===== config.mk =====
export PLATFORM = sky130hd
export DESIGN_NAME = muldiv_seq_flat
export DESIGN_NICKNAME = d
export VERILOG_FILES = /design/src/rtl/muldiv_seq_if.sv /design/src/rtl/muldiv_seq.sv /design/src/flat_wrapper.sv
export SDC_FILE = /design/constraint.sdc
export NUM_CORES = 1
export LEC_CHECK = 0
export ABC_AREA = 1
export CAP_MARGIN = 0
export CORE_UTILIZATION = 40
export DETAILED_ROUTE_END_ITERATION = 12
export GPL_TIMING_DRIVEN = 0
export HOLD_SLACK_MARGIN = 0.1
export MAX_ROUTING_LAYER = met4
export PLACE_DENSITY = 0.62
export REMOVE_ABC_BUFFERS = 1
export SLEW_MARGIN = 25
export SYNTH_ARGS = -nofsm -noshare
export SYNTH_HDL_FRONTEND = slang
export SYNTH_SLANG_ARGS = --single-unit

===== constraint.sdc =====
create_clock -name clk -period 2.9 [get_ports clk]
set_input_delay 0.29 -clock clk [delete_from_list [all_inputs] [get_ports clk]]
set_output_delay 0.29 -clock clk [all_outputs]
set_load 0.01 [all_outputs]

===== src/rtl/muldiv_seq_if.sv =====
// Issue/complete interface for the sequential multiply/divide unit.
// Handshake: start is honoured only while busy=0 (no queuing); the unit then raises done
// for exactly one cycle with result/div_zero valid, and both hold until the next accepted start.
interface muldiv_seq_if;
  logic        start;
  logic [1:0]  op;
  logic [31:0] rn;
  logic [31:0] rm;
  logic [31:0] ra;
  logic        busy;
  logic        stall;
  logic        done;
  logic [31:0] result;
  logic        div_zero;
  logic [1:0]  dbg_state;

  modport mst (
    output start, op, rn, rm, ra,
    input  busy, stall, done, result, div_zero, dbg_state
  );

  modport slv (
    input  start, op, rn, rm, ra,
    output busy, stall, done, result, div_zero, dbg_state
  );
endinterface


===== src/rtl/muldiv_seq.sv =====
// Iterative 32-bit MUL/MLA/UDIV/SDIV: one radix-2 step per cycle, 32 steps per operation.
// Shift-add multiply and restoring divide share the same three working registers.
module muldiv_seq (
  input  logic         clk,
  input  logic         reset,
  muldiv_seq_if.slv    bus
);

  typedef enum logic [1:0] {S_IDLE, S_RUN, S_FIN, S_DONE} state_t;

  localparam logic [1:0] OP_MUL  = 2'b00;
  localparam logic [1:0] OP_MLA  = 2'b01;
  localparam logic [1:0] OP_UDIV = 2'b10;
  localparam logic [1:0] OP_SDIV = 2'b11;

  state_t      r_state;
  state_t      w_next;
  logic        w_stall;
  logic        w_zero_div;
  logic [4:0]  r_cnt;
  logic [1:0]  r_op;
  logic [31:0] r_x;
  logic [31:0] r_y;
  logic [31:0] r_acc;
  logic [31:0] r_ra;
  logic        r_neg;
  logic        r_dz_pend;
  logic        r_hold;
  logic        r_done;
  logic [31:0] r_result;
  logic        r_div_zero;
  logic [32:0] w_shift;
  logic [32:0] w_trial;
  logic [31:0] w_abs_rn;
  logic [31:0] w_abs_rm;

  assign w_zero_div = bus.op[1] && (bus.rm == 32'd0);
  assign w_abs_rn   = bus.rn[31] ? (32'd0 - bus.rn) : bus.rn;
  assign w_abs_rm   = bus.rm[31] ? (32'd0 - bus.rm) : bus.rm;

  // Restoring divide step: partial remainder in r_acc, dividend bits shift out of r_x
  // while quotient bits shift in behind them.
  assign w_shift = {r_acc, r_x[31]};
  assign w_trial = w_shift - {1'b0, r_y};

  always_ff @(posedge clk or negedge reset) begin
    if (!reset) r_state <= S_IDLE;
    else        r_state <= w_next;
  end

  always_comb begin
    w_next  = r_state;
    w_stall = 1'b0;
    case (r_state)
      S_IDLE: begin
        if (bus.start) begin
          w_stall = 1'b1;
          w_next  = w_zero_div ? S_FIN : S_RUN;
        end
      end
      S_RUN: begin
        w_stall = 1'b1;
        if (r_cnt == 5'd31) w_next = S_FIN;
      end
      S_FIN: begin
        w_stall = 1'b1;
        if (!r_hold) w_next = S_DONE;
      end
      S_DONE:  w_next = S_IDLE;
      default: w_next = S_IDLE;
    endcase
  end

  always_ff @(posedge clk or negedge reset) begin
    if (!reset) begin
      r_cnt      <= 5'd0;
      r_op       <= OP_MUL;
      r_x        <= 32'd0;
      r_y        <= 32'd0;
      r_acc      <= 32'd0;
      r_ra       <= 32'd0;
      r_neg      <= 1'b0;
      r_dz_pend  <= 1'b0;
      r_hold     <= 1'b0;
      r_done     <= 1'b0;
      r_result   <= 32'd0;
      r_div_zero <= 1'b0;
    end else begin
      r_done <= 1'b0;
      case (r_state)
        S_IDLE: begin
          if (bus.start) begin
            r_op       <= bus.op;
            r_ra       <= bus.ra;
            r_cnt      <= 5'd0;
            r_acc      <= 32'd0;
            r_div_zero <= 1'b0;
            r_dz_pend  <= w_zero_div;
            // Divide-by-zero spends two cycles in FIN so done lands two edges after accept.
            r_hold     <= w_zero_div;
            if (bus.op == OP_SDIV) begin
              r_x   <= w_abs_rn;
              r_y   <= w_abs_rm;
              r_neg <= bus.rn[31] ^ bus.rm[31];
            end else begin
              r_x   <= bus.rn;
              r_y   <= bus.rm;
              r_neg <= 1'b0;
            end
          end
        end
        S_RUN: begin
          r_cnt <= r_cnt + 5'd1;
          if (r_op[1]) begin
            if (!w_trial[32]) begin
              r_acc <= w_trial[31:0];
              r_x   <= {r_x[30:0], 1'b1};
            end else begin
              r_acc <= w_shift[31:0];
              r_x   <= {r_x[30:0], 1'b0};
            end
          end else begin
            if (r_y[0]) r_acc <= r_acc + r_x;
            r_x <= {r_x[30:0], 1'b0};
            r_y <= {1'b0, r_y[31:1]};
          end
        end
        S_FIN: begin
          if (r_hold) begin
            r_hold <= 1'b0;
          end else begin
            r_done     <= 1'b1;
            r_div_zero <= r_dz_pend;
            if (r_dz_pend) begin
              r_result <= 32'd0;
            end else begin
              case (r_op)
                OP_MUL:  r_result <= r_acc;
                OP_MLA:  r_result <= r_acc + r_ra;
                OP_UDIV: r_result <= r_x;
                default: r_result <= r_neg ? (32'd0 - r_x) : r_x;
              endcase
            end
          end
        end
        default: ;
      endcase
    end
  end

  assign bus.busy      = (r_state != S_IDLE);
  assign bus.stall     = w_stall;
  assign bus.done      = r_done;
  assign bus.result    = r_result;
  assign bus.div_zero  = r_div_zero;
  assign bus.dbg_state = r_state;

endmodule


===== src/flat_wrapper.sv =====
// flat-port wrapper written by rule: the top's interface ports become plain ports
module muldiv_seq_flat 
  (clk, reset, bus_start, bus_op, bus_rn, bus_rm, bus_ra, bus_busy, bus_stall, bus_done, bus_result, bus_div_zero, bus_dbg_state);
  muldiv_seq_if bus_i ();
  input  logic clk;
  input  logic reset;
  input wire logic [$bits(bus_i.start)-1:0] bus_start;
  input wire logic [$bits(bus_i.op)-1:0] bus_op;
  input wire logic [$bits(bus_i.rn)-1:0] bus_rn;
  input wire logic [$bits(bus_i.rm)-1:0] bus_rm;
  input wire logic [$bits(bus_i.ra)-1:0] bus_ra;
  output wire logic [$bits(bus_i.busy)-1:0] bus_busy;
  output wire logic [$bits(bus_i.stall)-1:0] bus_stall;
  output wire logic [$bits(bus_i.done)-1:0] bus_done;
  output wire logic [$bits(bus_i.result)-1:0] bus_result;
  output wire logic [$bits(bus_i.div_zero)-1:0] bus_div_zero;
  output wire logic [$bits(bus_i.dbg_state)-1:0] bus_dbg_state;
  assign bus_i.start = bus_start;
  assign bus_i.op = bus_op;
  assign bus_i.rn = bus_rn;
  assign bus_i.rm = bus_rm;
  assign bus_i.ra = bus_ra;
  assign bus_busy = bus_i.busy;
  assign bus_stall = bus_i.stall;
  assign bus_done = bus_i.done;
  assign bus_result = bus_i.result;
  assign bus_div_zero = bus_i.div_zero;
  assign bus_dbg_state = bus_i.dbg_state;
  muldiv_seq u_core (.clk(clk), .reset(reset), .bus(bus_i));
endmodule

==> results.toml, run 1 <==
[setup_path]
required_ns = 3.28
endpoint_kind = "flop"
worst_r2r_path_depth = 19
crit_type = "reg -> reg"
start_kind = "flop"
cp.arrival_ns = 3.17
cp_max_fo = 4

[layout]
drive_gt1_share_pct = 4.17
antenna_cells_inserted = 0
area_growth_pct = 17.0
layoutNonFillerInstCount = 3760
final_nets = 3364

[routing]
post-route-drc-count = 0
drt_iter0_drc = 2167
postRouteAntennaNets = 0
wl_per_cell_um = 18.9
dr.pass1.iters = 6
vias_per_cell = 5.41
via_count = 20300
wl_um = 71100

[clocking]
cts_root_buf = "clkbuf_16"
cts_num_sinks = 174
clock_latency_ns = 0.51
clkTransAtPathRegs_ns = 0.08
numCtsBuffers = 17
tritoncts = "yes"
htreeDepth = 4
ctsLongestPathBuffers = 2

[flow_run]
maxCapViolCount = 0

[placed_design]
dpl_worst_slack_ns = -2.01
gp_congestion = 0.971
io_buffers = 138
place_inst = 3701
hpwl_um = 54900

[synthesis]
synth-seq-cells = 174
yosysSeqAreaShare_pct = 24.2
syn_area_per_cell_um2 = 5.91
synth_commonest_cells = "1146 x nand2_1, 421 x inv_1, 257 x nor2_1, 209 x nand3_1, 176 x o21ai_0"
yosysTopAreaCell = "dfrtp_1"
synth_edf_count = 0
synth_ff_type = "dfrtp_1"
synth_area_um2 = 18000
async_flop_share_pct = 100
post-synth-top-count-cell = "nand2_1"
synth_top_area_share_pct = 24.2
yosysWarnings = 0
post_synth_inst_count = 3046
ys_top_cells_by_area = "dfrtp_1 24%, nand2_1 24%, inv_1 8.8%"
synth_cell_types = 49

[die]
pin_count = 139
rows = 77
die_x_um = 214
die_h_um = 214
die-area_um2 = 45800
start_util_pct = 40.6
core_region_area_um2 = 44300

[sta]
setup_viol = 0
finalCriticalPeriod_ns = 2.79
finalCritPeriodShare_pct = 96.2
fmax_ghz = 0.359
fin_skew_ns = 0.0239
rsz0062_at_grt = "yes"
finalHoldViolCount = 0
final_max_slew_viol_count = 0
slew_headroom_pct = 31.8
postLayoutSetupSlackWorst_ns = 0.111
max_slew.worst_pin.slew_ns = 1.02

[pwr]
switching_share_pct = 57.0
internal_power_mw = 10.4
p_per_area_nw_per_um2 = 1150
p_total_mw = 24.3
switchingPower_mw = 13.8
clockPowerShare_pct = 9.8
p_seq_share_pct = 20.7
peakVddDrop_v = 0.000862
combinationalPowerShare_pct = 69.5
leakage_nw = 11.0

[global_route]
grt.overflow.total = 0
grt_pass1_wl_um = 106000
grt_pass1_vias = 18000
grt_max_degree = 80
grt_use_total_pct = 30.9
antenna_found_initial = 0

[outcome]
status = "completed"

[worst_hold_path]
hold_path_class = "in -> async"
worst max-delay path: stages (launching register included):
cell,delay [ns]
dfrtp_2,0.50
clkinvlp_4,0.15
ha_1,0.19
inv_1,0.12
fa_2,0.27
nand2_1,0.06
nand2_1,0.13
nand3_2,0.11
nand2_4,0.15
nand2_4,0.06
nand2_4,0.11
nand2_4,0.09
nand2_4,0.13
nand2_8,0.13
nand2_8,0.16
nand2_1,0.06
nand2_1,0.07
nand2_1,0.05
nand2_1,0.07
nand2_1,0.04
path summary, 6_finish.rpt:
kind	start	endpoint	slack [ns]
worst max-delay path	u_core.r_x[31]	u_core.r_acc[31]	0.11
worst min-delay path	reset	u_core.r_acc[19]	0.25
worst max register to register	u_core.r_x[31]	u_core.r_acc[31]	0.11
worst min register to register	u_core.bus.result[18]	u_core.bus.result[18]	0.48
max in group asynchronous	reset	u_core.r_neg	1.87
min in group clk	bus_ra[0]	u_core.r_ra[0]	0.32
final cells by class:
| class | count | area, µm² |
|---|---|---|
| repair inverters | 2 | 12.5 |
| inverters | 431 | 1670 |
| flip-flops and latches | 174 | 4360 |
| clock buffers | 19 | 433 |
| fillers | 4735 | 23300 |
| clock inverters | 11 | 128 |
| multi-input cells | 2365 | 11900 |
| repair buffers | 166 | 1800 |
| well taps | 592 | 741 |
metal layers:
layer | up-vias | wire length (µm) | part of all wire, % | global-route usage (%)
li1 | 10000 | - | - | -
met1 | 9518 | 35000 | 49 | 45.6
met2 | 730 | 29600 | 42 | 43.8
met3 | 71 | 5210 | 7.3 | 4.40
met4 | 0 | 1240 | 1.7 | 7.79
met5 | - | 0 | 0 | -
sequential cells by signal, indices dropped and copies added, names as in the netlist:
signal / flops
u_core.bus.dbg_state: 2
u_core.r_hold: 1
u_core.bus.div_zero: 1
u_core.bus.result: 32
u_core.r_acc: 32
u_core.bus.done: 1
u_core.r_y: 32
u_core.r_cnt: 5
u_core.r_neg: 1
u_core.r_ra: 32
u_core.r_op: 2
u_core.r_dz_pend: 1
u_core.r_x: 32
power by group through the flow:
stage	Sequential (mW)	Clock, mW	Combinational [mW]
3_3_place_gp	5.10	0	14.9
6_report	5.02	2.39	16.9
3_5_place_dp	5.03	0	15.4
2_1_floorplan	4.46	0	10.5
5_1_grt	5.13	2.52	18.7
4_1_cts	4.99	2.44	16.0
stage by stage:
| stage | hold WS (ns) | setup TNS (ns) | area, µm² | utilization (%) |
|---|---|---|---|---|
| 2_1_floorplan | -0.00559 | -63.90 | 17600 | - |
| 3_3_place_gp | 0.460 | -1420.90 | 19700 | 44.5 |
| 3_5_place_dp | 0.184 | -120.71 | 20000 | 45.1 |
| 4_1_cts | 0.224 | 0 | 20800 | 46.8 |
| 5_1_grt | 0.259 | -0.0790 | 21100 | 47.5 |
| 6_report | 0.255 | 0 | 21100 | 47.5 |
cell families (layout without fill, tap and decap cells):
kind of cell,Yosys count,in the layout,synth area share [%]
AND/OR/NAND/NOR,1729,1735,39.3
buffers and inverters,515,629,11.2
adder cells (fa/ha/maj),106,106,7.50
flip-flops,174,174,24.2
AO/OA/AOI/OAI,464,466,15.0
XOR/XNOR,58,58,2.82
what timing repair did:
action	CTS	global route
hold endpoints to repair	174	0
setup buffers	11	7
pin swaps	2	5
gates cloned	4	6
setup endpoints to repair	122	81
hold buffers	1	0
gates resized for setup	18	21
placed cells by master, fill, tap and decap left out, types with 4 or more instances in the layout:
cell type,Yosys,final
a21oi_1,168,168
a21oi_2,3,4
a221oi_1,26,26
a31oi_1,4,4
a32o_1,5,5
and2_1,9,9
buf_12,0,6
buf_16,0,6
buf_4,4,13
clkbuf_16,0,17
clkdlybuf4s50_1,0,137
clkinvlp_4,0,5
dfrtp_1,174,171
ha_1,103,99
inv_1,421,415
inv_2,10,9
inv_8,0,5
nand2_1,1146,1146
nand2_2,9,6
nand2_4,7,7
nand2_8,0,8
nand3_1,209,208
nand3b_1,12,12
nand4_1,27,27
nor2_1,257,253
nor2_2,4,4
nor2_4,2,7
nor3_1,32,32
nor4_1,6,6
o211ai_1,30,30
o21a_1,5,5
o21ai_0,176,176
o21ai_1,7,7
o21bai_1,7,7
o221ai_1,15,15
o31ai_1,5,5
xnor2_1,20,20
xor2_1,38,38
(Power assumes the default switching activity.)
==> run 2: changes to the inputs <==
--- a/config.mk
+++ b/config.mk
@@ -8,6 +8,8 @@
 export ABC_AREA = 1
 export CAP_MARGIN = 0
 export CORE_UTILIZATION = 40
+export CTS_CLUSTER_DIAMETER = 100
+export CTS_CLUSTER_SIZE = 40
 export DETAILED_ROUTE_END_ITERATION = 12
 export GPL_TIMING_DRIVEN = 0
 export HOLD_SLACK_MARGIN = 0.1
==> results of run 2 <==
Final layout, timing and power as in run 1 (identical DEF).
==> run 3: changes to the inputs <==
--- a/config.mk
+++ b/config.mk
@@ -15,7 +15,6 @@
 export HOLD_SLACK_MARGIN = 0.1
 export MAX_ROUTING_LAYER = met4
 export PLACE_DENSITY = 0.62
-export REMOVE_ABC_BUFFERS = 1
 export SLEW_MARGIN = 25
 export SYNTH_ARGS = -nofsm -noshare
 export SYNTH_HDL_FRONTEND = slang
==> results.toml, run 3 (same netlist as run 1, synthesis figures left out) <==
[outcome]
status = "completed"

[global_route]
grt_pass1_vias = 19100
grt_use_total_pct = 33.5
grt.overflow.total = 0
grt_max_degree = 89
grt_pass1_wl_um = 113000
antenna_found_initial = 2

[layout]
layout_commonest_cell = "nand2_1"
area_growth_pct = 15.7
final_cell_mix = "1146 x nand2_1, 420 x inv_1, 256 x nor2_1"
layoutNonFillerInstCount = 3816
drive_gt1_share_pct = 3.48
final_nets = 3417

[pwr]
p_per_area_nw_per_um2 = 1170
peakVddDrop_v = 0.000458
p_total_mw = 24.3
leakage_nw = 11.0

[clocking]
clock_latency_ns = 0.48
cts_root_buf = "clkbuf_16"
ctsLongestPathBuffers = 2
tritoncts = "yes"
htreeDepth = 4
clkTransAtPathRegs_ns = 0.07
numCtsBuffers = 17
cts_num_sinks = 174

[sta]
fin_skew_ns = 0.0135
finalHoldViolCount = 0
finalCriticalPeriod_ns = 2.87
rsz0062_at_grt = "no"
finalCritPeriodShare_pct = 99.0
slew_headroom_pct = 44.4
final_max_slew_viol_count = 0
max_slew.worst_pin.slew_ns = 0.834
setup_viol = 0
fmax_ghz = 0.348

[setup_path]
cp.arrival_ns = 3.28
start_kind = "flop"
crit_type = "reg -> reg"
endpoint_kind = "flop"
cp_max_fo = 6
required_ns = 3.31

[die]
die_x_um = 214
die_h_um = 214
core_region_area_um2 = 44300
pin_count = 139
die-area_um2 = 45800
rows = 77
start_util_pct = 40.6

[routing]
post-route-drc-count = 0
dr_wl_met3_um = 4180
drt-met1-wl_um = 33000
wl_per_cell_um = 19.7
wl_met2_um = 34000
vias_per_cell = 5.33
highest-signal-layer = "met4"
wl_um = 75100
drt_iter0_drc = 1705
dr.pass1.iters = 5
via_count = 20300
postRouteAntennaNets = 0

[worst_hold_path]
hold_path_class = "in -> reg"

[flow_run]
maxCapViolCount = 0

[placed_design]
place_inst = 3777
hpwl_um = 61900
gp_congestion = 1.01
io_buffers = 138

[synthesis]
synth.net_count = 3253
[run 3: cell count changes in the layout (fill, tap and decap cells not counted), moves of 5 or more]
cell and delta:
nand2_8 -8, buf_16 -5, inv_1 +5, buf_2 +15, buf_12 -6, clkbuf_1 +54, inv_8 -5, buf_1 +5
nor2_4 -5
[run 3: through the flow]
step | util, % | TNS [ns] | hold slack, ns | area [µm²] | setup slack [ns]
detailed placement | 45.5 | -0.802 | 0.340 | 20100 | -0.0930
global route | 47.0 | 0 | 0.342 | 20800 | 0.0111
floorplan | - | 0 | -0.00559 | 18000 | 0.644
CTS | 46.9 | 0 | 0.320 | 20800 | 0.00528
finish | 47.0 | 0 | 0.341 | 20800 | 0.0301
global placement | 45.4 | -1001.24 | 0.463 | 20100 | -5.80
[run 3: report_power, final]
group	total, mW	switching, mW	internal [mW]	leakage [nW]
Clock	2.43	1.02	1.40	0.288
Combinational	16.7	11.3	5.45	8.56
Sequential	5.15	1.66	3.49	2.20
[run 3: metal layers]
metal / GRT usage [%] / vias up
met4: 16.3 / 0
li1: - / 10100
met3: 3.96 / 124
met5: - / -
met1: 42.5 / 9379
met2: 53.0 / 735
[run 3: worst max-delay path: stages (launching register included)]
cell and delay [ns]:
dfrtp_1 0.55, ha_1 0.46, nand2_1 0.13, nor2_1 0.20
inv_1 0.12, nor3_1 0.15, nand2_1 0.08, nand2_1 0.16
xnor2_1 0.08, o21ai_0 0.61, nand3_1 0.17, nand2_1 0.10
[run 3: worst paths after layout]
| path | start | endpoint | slack [ns] | depth (start not counted) |
|---|---|---|---|---|
| min in group asynchronous | reset | u_core.r_ra[20] | 0.41 | 2 |
| worst min-delay path | bus_ra[22] | u_core.r_ra[22] | 0.34 | 3 |
| max in group asynchronous | reset | u_core.r_y[8] | 1.56 | 3 |
| worst max-delay path | u_core.r_acc[11] | u_core.bus.result[15] | 0.03 | 11 |
| worst min register to register | u_core.bus.result[21] | u_core.bus.result[21] | 0.48 | 2 |
| worst max register to register | u_core.r_acc[11] | u_core.bus.result[15] | 0.03 | 11 |
[run 3: what timing repair did]
action,4_1_cts,5_1_grt
endpoints found under the setup margin,26,53
hold buffers,1,0
buffers inserted,0,5
hold endpoints to repair,86,0
gates cloned,0,0
gates resized for setup,5,11
[run 3: layout make-up]
type	instances	area, µm²
inverters	431	1620
plain buffers	84	397
clock buffers	23	468
flip-flops and latches	174	4360
clock inverters	8	133
fillers	4843	23500
repair buffers	145	1460
diodes	2	5.00
multi-input cells	2357	11600
well taps	592	741
